===== config.mk =====
export PLATFORM = sky130hd
export DESIGN_NAME = vga_data_bank_flat
export DESIGN_NICKNAME = d
export VERILOG_FILES = /design/src/rtl/vga_data_bank_if.sv /design/src/rtl/vga_data_bank.sv /design/src/flat_wrapper.sv
export SDC_FILE = /design/constraint.sdc
export NUM_CORES = 1
export LEC_CHECK = 0
export BUFFER_PORTS_ARGS = -buffer_cell sky130_fd_sc_hd__buf_4
export CORE_ASPECT_RATIO = 1.25
export CORE_UTILIZATION = 60
export DETAILED_ROUTE_END_ITERATION = 16
export PLACE_DENSITY = 0.77
export SYNTH_ARGS = -nofsm -noshare
export SYNTH_HDL_FRONTEND = slang
export SYNTH_SLANG_ARGS = --single-unit

===== constraint.sdc =====
create_clock -name CLK -period 3.94 [get_ports CLK]
set_clock_uncertainty 0.15 [all_clocks]
set_input_delay 0.197 -clock CLK [delete_from_list [all_inputs] [get_ports CLK]]
set_output_delay 0.197 -clock CLK [all_outputs]
set_load 0.01 [all_outputs]

===== src/rtl/vga_data_bank_if.sv =====
// Write/commit/read signal bundle between the control FSM, the display
// pipeline and the VGA data bank.
interface vga_data_bank_if;
    logic       WrReq;
    logic [3:0] WrAddr;
    logic [7:0] WrData;
    logic       WrAck;
    logic       WrErr;
    logic       FrameSync;
    logic [3:0] RdAddr;
    logic [7:0] RdData;
    logic       Pending;

    modport master (
        output WrReq, WrAddr, WrData, FrameSync, RdAddr,
        input  WrAck, WrErr, RdData, Pending
    );

    modport slave (
        input  WrReq, WrAddr, WrData, FrameSync, RdAddr,
        output WrAck, WrErr, RdData, Pending
    );
endinterface


===== src/rtl/vga_data_bank.sv =====
// Double-buffered clock/calendar/chrono register bank: range-checked writes
// land in staging, FrameSync commits the whole bank to the display side.
module vga_data_bank #(
    parameter int unsigned LAST_ADDR  = 12,
    parameter int unsigned CURSOR_MAX = 9
) (
    input logic            CLK,
    input logic            RESET,
    vga_data_bank_if.slave bus
);
    localparam logic [3:0] LAST_A   = (LAST_ADDR > 15) ? 4'd15 : 4'(LAST_ADDR);
    localparam logic [7:0] CURSOR_B = (CURSOR_MAX > 99) ? 8'd99 : 8'(CURSOR_MAX);

    logic [7:0] stage [16];
    logic [7:0] disp  [16];
    logic       addrOk;
    logic       rdOk;
    logic       wrLegal;

    function automatic logic [7:0] maxVal(input logic [3:0] a);
        logic [7:0] m;
        m = '0;
        case (a)
            4'd1, 4'd2, 4'd7, 4'd8: m = 8'd59;
            4'd3, 4'd9:             m = 8'd23;
            4'd4:                   m = 8'd31;
            4'd5:                   m = 8'd12;
            4'd6:                   m = 8'd99;
            4'd10, 4'd11:           m = 8'd1;
            4'd12:                  m = CURSOR_B;
            default:                m = '0;
        endcase
        return m;
    endfunction

    // Day and month are 1-based; they double as the reset contents.
    function automatic logic [7:0] minVal(input logic [3:0] a);
        return (a == 4'd4 || a == 4'd5) ? 8'd1 : 8'd0;
    endfunction

    always_comb begin
        addrOk  = (bus.WrAddr != '0) && (bus.WrAddr <= LAST_A);
        rdOk    = (bus.RdAddr != '0) && (bus.RdAddr <= LAST_A);
        wrLegal = bus.WrReq && addrOk &&
                  (bus.WrData >= minVal(bus.WrAddr)) &&
                  (bus.WrData <= maxVal(bus.WrAddr));
    end

    always_ff @(posedge CLK) begin
        if (RESET) begin
            for (int unsigned i = 0; i < 16; i++) begin
                stage[i] <= minVal(4'(i));
                disp[i]  <= minVal(4'(i));
            end
            bus.WrAck   <= 1'b0;
            bus.WrErr   <= 1'b0;
            bus.Pending <= 1'b0;
            bus.RdData  <= '0;
        end else begin
            bus.WrAck <= bus.WrReq;
            bus.WrErr <= bus.WrReq && !wrLegal;

            if (wrLegal)
                stage[bus.WrAddr] <= bus.WrData;

            // Commit bypasses staging for a write landing on the same edge.
            if (bus.FrameSync) begin
                for (int unsigned i = 0; i < 16; i++)
                    disp[i] <= (wrLegal && bus.WrAddr == 4'(i)) ? bus.WrData : stage[i];
            end

            if (bus.FrameSync)
                bus.Pending <= 1'b0;
            else if (wrLegal)
                bus.Pending <= 1'b1;

            bus.RdData <= rdOk ? disp[bus.RdAddr] : '0;
        end
    end
endmodule


===== src/flat_wrapper.sv =====
// flat-port wrapper written by rule: the top's interface ports become plain ports
module vga_data_bank_flat 
#(
    parameter int unsigned LAST_ADDR  = 12,
    parameter int unsigned CURSOR_MAX = 9
)
  (CLK, RESET, bus_WrReq, bus_WrAddr, bus_WrData, bus_FrameSync, bus_RdAddr, bus_WrAck, bus_WrErr, bus_RdData, bus_Pending);
  vga_data_bank_if bus_i ();
  input logic CLK;
  input logic RESET;
  input wire logic [$bits(bus_i.WrReq)-1:0] bus_WrReq;
  input wire logic [$bits(bus_i.WrAddr)-1:0] bus_WrAddr;
  input wire logic [$bits(bus_i.WrData)-1:0] bus_WrData;
  input wire logic [$bits(bus_i.FrameSync)-1:0] bus_FrameSync;
  input wire logic [$bits(bus_i.RdAddr)-1:0] bus_RdAddr;
  output wire logic [$bits(bus_i.WrAck)-1:0] bus_WrAck;
  output wire logic [$bits(bus_i.WrErr)-1:0] bus_WrErr;
  output wire logic [$bits(bus_i.RdData)-1:0] bus_RdData;
  output wire logic [$bits(bus_i.Pending)-1:0] bus_Pending;
  assign bus_i.WrReq = bus_WrReq;
  assign bus_i.WrAddr = bus_WrAddr;
  assign bus_i.WrData = bus_WrData;
  assign bus_i.FrameSync = bus_FrameSync;
  assign bus_i.RdAddr = bus_RdAddr;
  assign bus_WrAck = bus_i.WrAck;
  assign bus_WrErr = bus_i.WrErr;
  assign bus_RdData = bus_i.RdData;
  assign bus_Pending = bus_i.Pending;
  vga_data_bank #(.LAST_ADDR(LAST_ADDR), .CURSOR_MAX(CURSOR_MAX)) u_core (.CLK(CLK), .RESET(RESET), .bus(bus_i));
endmodule

==> metrics.md <==
| Metric | Value |
|---|---|
| Status | finished, final reports clean |
| Total grt overflow | 0 |
| H-tree depth | 1 |
| Die ar. | 21800 µm² |
| DRT iter0 DRCs | 768 |
| Final WS setup | 0.821 ns |
| Slowest cell on crit path | mux2i_1 |
| Top post-synthesis cells by count | 256 x edfxtp_1, 114 x mux2i_1, 89 x nand2_1 |
| Io pins | 31 |
| Antenna violations before repair | 0 |
| Routability Congestion | 0.900 |
| Yosys reg bits | 267 |
| Die width | 132 µm |
| Mapped Cells | 882 |
| Setup WS pre-CTS | 0.355 ns |
| FF-to-FF End | u_core.bus.RdData[1] |
| Reg2reg setup slack | 2.08 ns |
| Cell row count | 59 |
| Total Power | 6.30 mW |
| Iteration count of the initial detailed-routing pass | 6 |
| Hpwl dp | 19700 µm |
| Setup TNS | 0 ns |
| P&R area growth vs syn | 10.9% |
| Largest stage delay, worst path | 0.41 ns |
| Hold path depth | 4 |
| Max VDD drop | 0.391 mV |
| Startpoint Class | input port |
| Routed wire length | 29700 µm |
| Most common cell in the netlist | edfxtp_1 |
| DP Area | 13200 µm² |
| Buf+Inv Stages, Crit Path | 4 |
| NumNets Final | 950 |
| Largest net degree at the start of global routing | 83 |
| Clock transition at path regs | 0.07 ns |
| Die height | 165 µm |
| Mean post-synth cell area | 14.4 µm² |
| Worst Setup SP | bus_WrAddr[1] |
| Fmax | 321 MHz |
| Port buffer count | 30 |
| Fin crit period | 3.12 ns |
| Type of the worst min-delay path | in2reg |
| Slew headroom | 15.6% |
| Endpoint required time on the critical path | 4.07 ns |
| Critical Path End Type | register |
| Vias in the first global route | 7549 |
| Crit-path cells | buf_4 -> inv_1 -> ha_1 -> mux2i_1 -> nor2_1 -> a21oi_1 -> ha_1 -> a21o_1 -> a211oi_2 -> and3_1 -> buf_12 -> o2111a_1 -> buf_4 -> mux2i_1 |
| Power Density | 447 nW/µm² |
| Worst hold slack | 0.0597 ns |
| Crit path to | u_core.disp[15][4] |
| Antenna Cells | 0 |
| Post-CTS Setup Repair Bufs | 0 |
| Vias | 7661 |
| Post-route non-filler standard cell count | 1207 |
| Post-synth EDFFs | 256 |
| Fillers | 1439 |
| Max Cap Viol | 0 |
| Initial Utilization | 61.0% |
| Pleak | 5.38 nW |
| Largest area contributor in the netlist | edfxtp_1 |
| Final Setup Violations | 0 |
| Post-synth top area share | 60.5% |
| Max Slew Vio Count | 0 |
| Mapped Area | 12700 µm² |
| Crit share post-route | 79.2% |
| Leading post-synthesis cells by cell area | edfxtp_1 61%, mux2i_1 9.0%, mux4_2 7.1%, nor3_1 3.2%, nand2b_1 3.1% |
| Synth cell types | 47 |
| Synth Flop Type | edfxtp_1 |
| Share of cells above drive strength 1 | 17.3% |
| Antenna-violating nets left | 0 |
| Clock root buffer | clkbuf_16 |
| Synth async-reset ratio | 0% |
| CP Max Fanout | 15 |
| DRC viols | 0 |
| CP delay by family, top | compound AO/OA/AOI/OAI gates |
| Vias per cell | 6.35 |
| Num Clock Sinks | 267 |
| CTS resizes | 0 |
| Core ar. | 20800 µm² |
| WL/cell | 24.6 µm |
| Worst Reg-to-Reg Cells | 3 |
| Worst r2r src | u_core.disp[15][1] |
| Final instance area | 14100 µm² |
| Overall Global Routing Usage | 28.2% |
| Sequential area share after synthesis | 62.2% |
| TritonCTS Buffers | 25 |
| First-pass GRT wire length | 44500 µm |
| Total placed cells including tap cells | 1152 |
| Final hold vios | 0 |
| CP Depth | 14 |
| Worst-skew pair later-pin latency | 0.53 ns |
| CTS tree | built |
| RSZ-0062 raised after global routing | no |
| YS warnings | 0 |
| Post-layout util | 67.7% |
| Register area | 7910 µm² |
| Slew @ Worst Pin | 1.27 ns |
| Crit path kind | in2reg |
| Maximum root-to-sink buffer count | 3 |
| Area of the multi-input gates | 4510 µm² |
| Critical Path AT | 3.25 ns |
-- registers in the layout (all words and copies together) (netlist names) --
register and cells:
u_core.disp 128, u_core.stage 128, u_core.bus.RdData 8, u_core.bus.Pending 1, u_core.bus.WrAck 1, u_core.bus.WrErr 1
-- cells by family (layout without fill, tap and decap cells) --
| kind of cell | after synthesis | count (layout) | synth area share [%] |
|---|---|---|---|
| AND/OR/NAND/NOR | 329 | 329 | 13.6 |
| AO/OA/AOI/OAI | 38 | 38 | 3.65 |
| adder cells (fa/ha/maj) | 16 | 16 | 1.58 |
| other | 1 | 16 | 0.0295 |
| buffers and inverters | 77 | 113 | 2.88 |
| flip-flops | 267 | 267 | 62.2 |
| multiplexers | 154 | 154 | 16.1 |
-- metal layers --
| layer | up-vias | routed length, µm | GRT usage [%] |
|---|---|---|---|
| met2 | 374 | 15300 | 50.0 |
| met1 | 3825 | 11200 | 34.8 |
| met5 | - | 0 | 0 |
| li1 | 3381 | - | - |
| met4 | 0 | 1140 | 11.7 |
| met3 | 81 | 2090 | 4.08 |
-- worst min-delay path by stage --
stage / startpoint / to
2_1_floorplan: bus_WrReq / u_core.bus.WrAck
3_3_place_gp: u_core.bus.Pending / u_core.bus.Pending
3_5_place_dp: u_core.bus.Pending / u_core.bus.Pending
4_1_cts: bus_FrameSync / u_core.disp[4][0]
5_1_grt: bus_FrameSync / u_core.disp[5][0]
6_report: bus_FrameSync / u_core.disp[4][0]
-- area by class of cell --
| cell class | instances | share of cell area (%) |
|---|---|---|
| sequential | 267 | 56.1 |
| multi-input combinational | 553 | 32.0 |
| clock buffer | 27 | 4.49 |
| timing repair buffer | 62 | 3.73 |
| tap | 274 | 2.43 |
| clock inverter | 19 | 1.12 |
| inverter | 5 | 0.133 |
-- layout by cell type (no fill, tap or decap), drive strengths merged, types with 17 or more instances in the layout --
cell | Yosys | final
mux2i | 114 | 114
mux4 | 40 | 40
edfxtp | 256 | 256
nor3 | 80 | 80
nor2 | 17 | 17
buf | 26 | 53
nand2b | 62 | 62
and3 | 36 | 36
nand2 | 90 | 90
clkbuf | 46 | 27
-- timing repair --
action | CTS | global route
hold buffers | 9 | 0
hold endpoints to repair | 31 | 0
setup endpoints to repair | 0 | 0
-- where the power goes --
group	internal, mW	switching (mW)
Combinational	0.216	0.365
Clock	1.30	1.04
Sequential	3.31	0.0605
-- worst min-delay path, stage by stage --
cell	delay, ns
buf_4	0.11
nand2b_1	0.09
nor2_1	0.09
mux2i_1	0.08
Note: power is estimated with default switching activity, not from simulation.
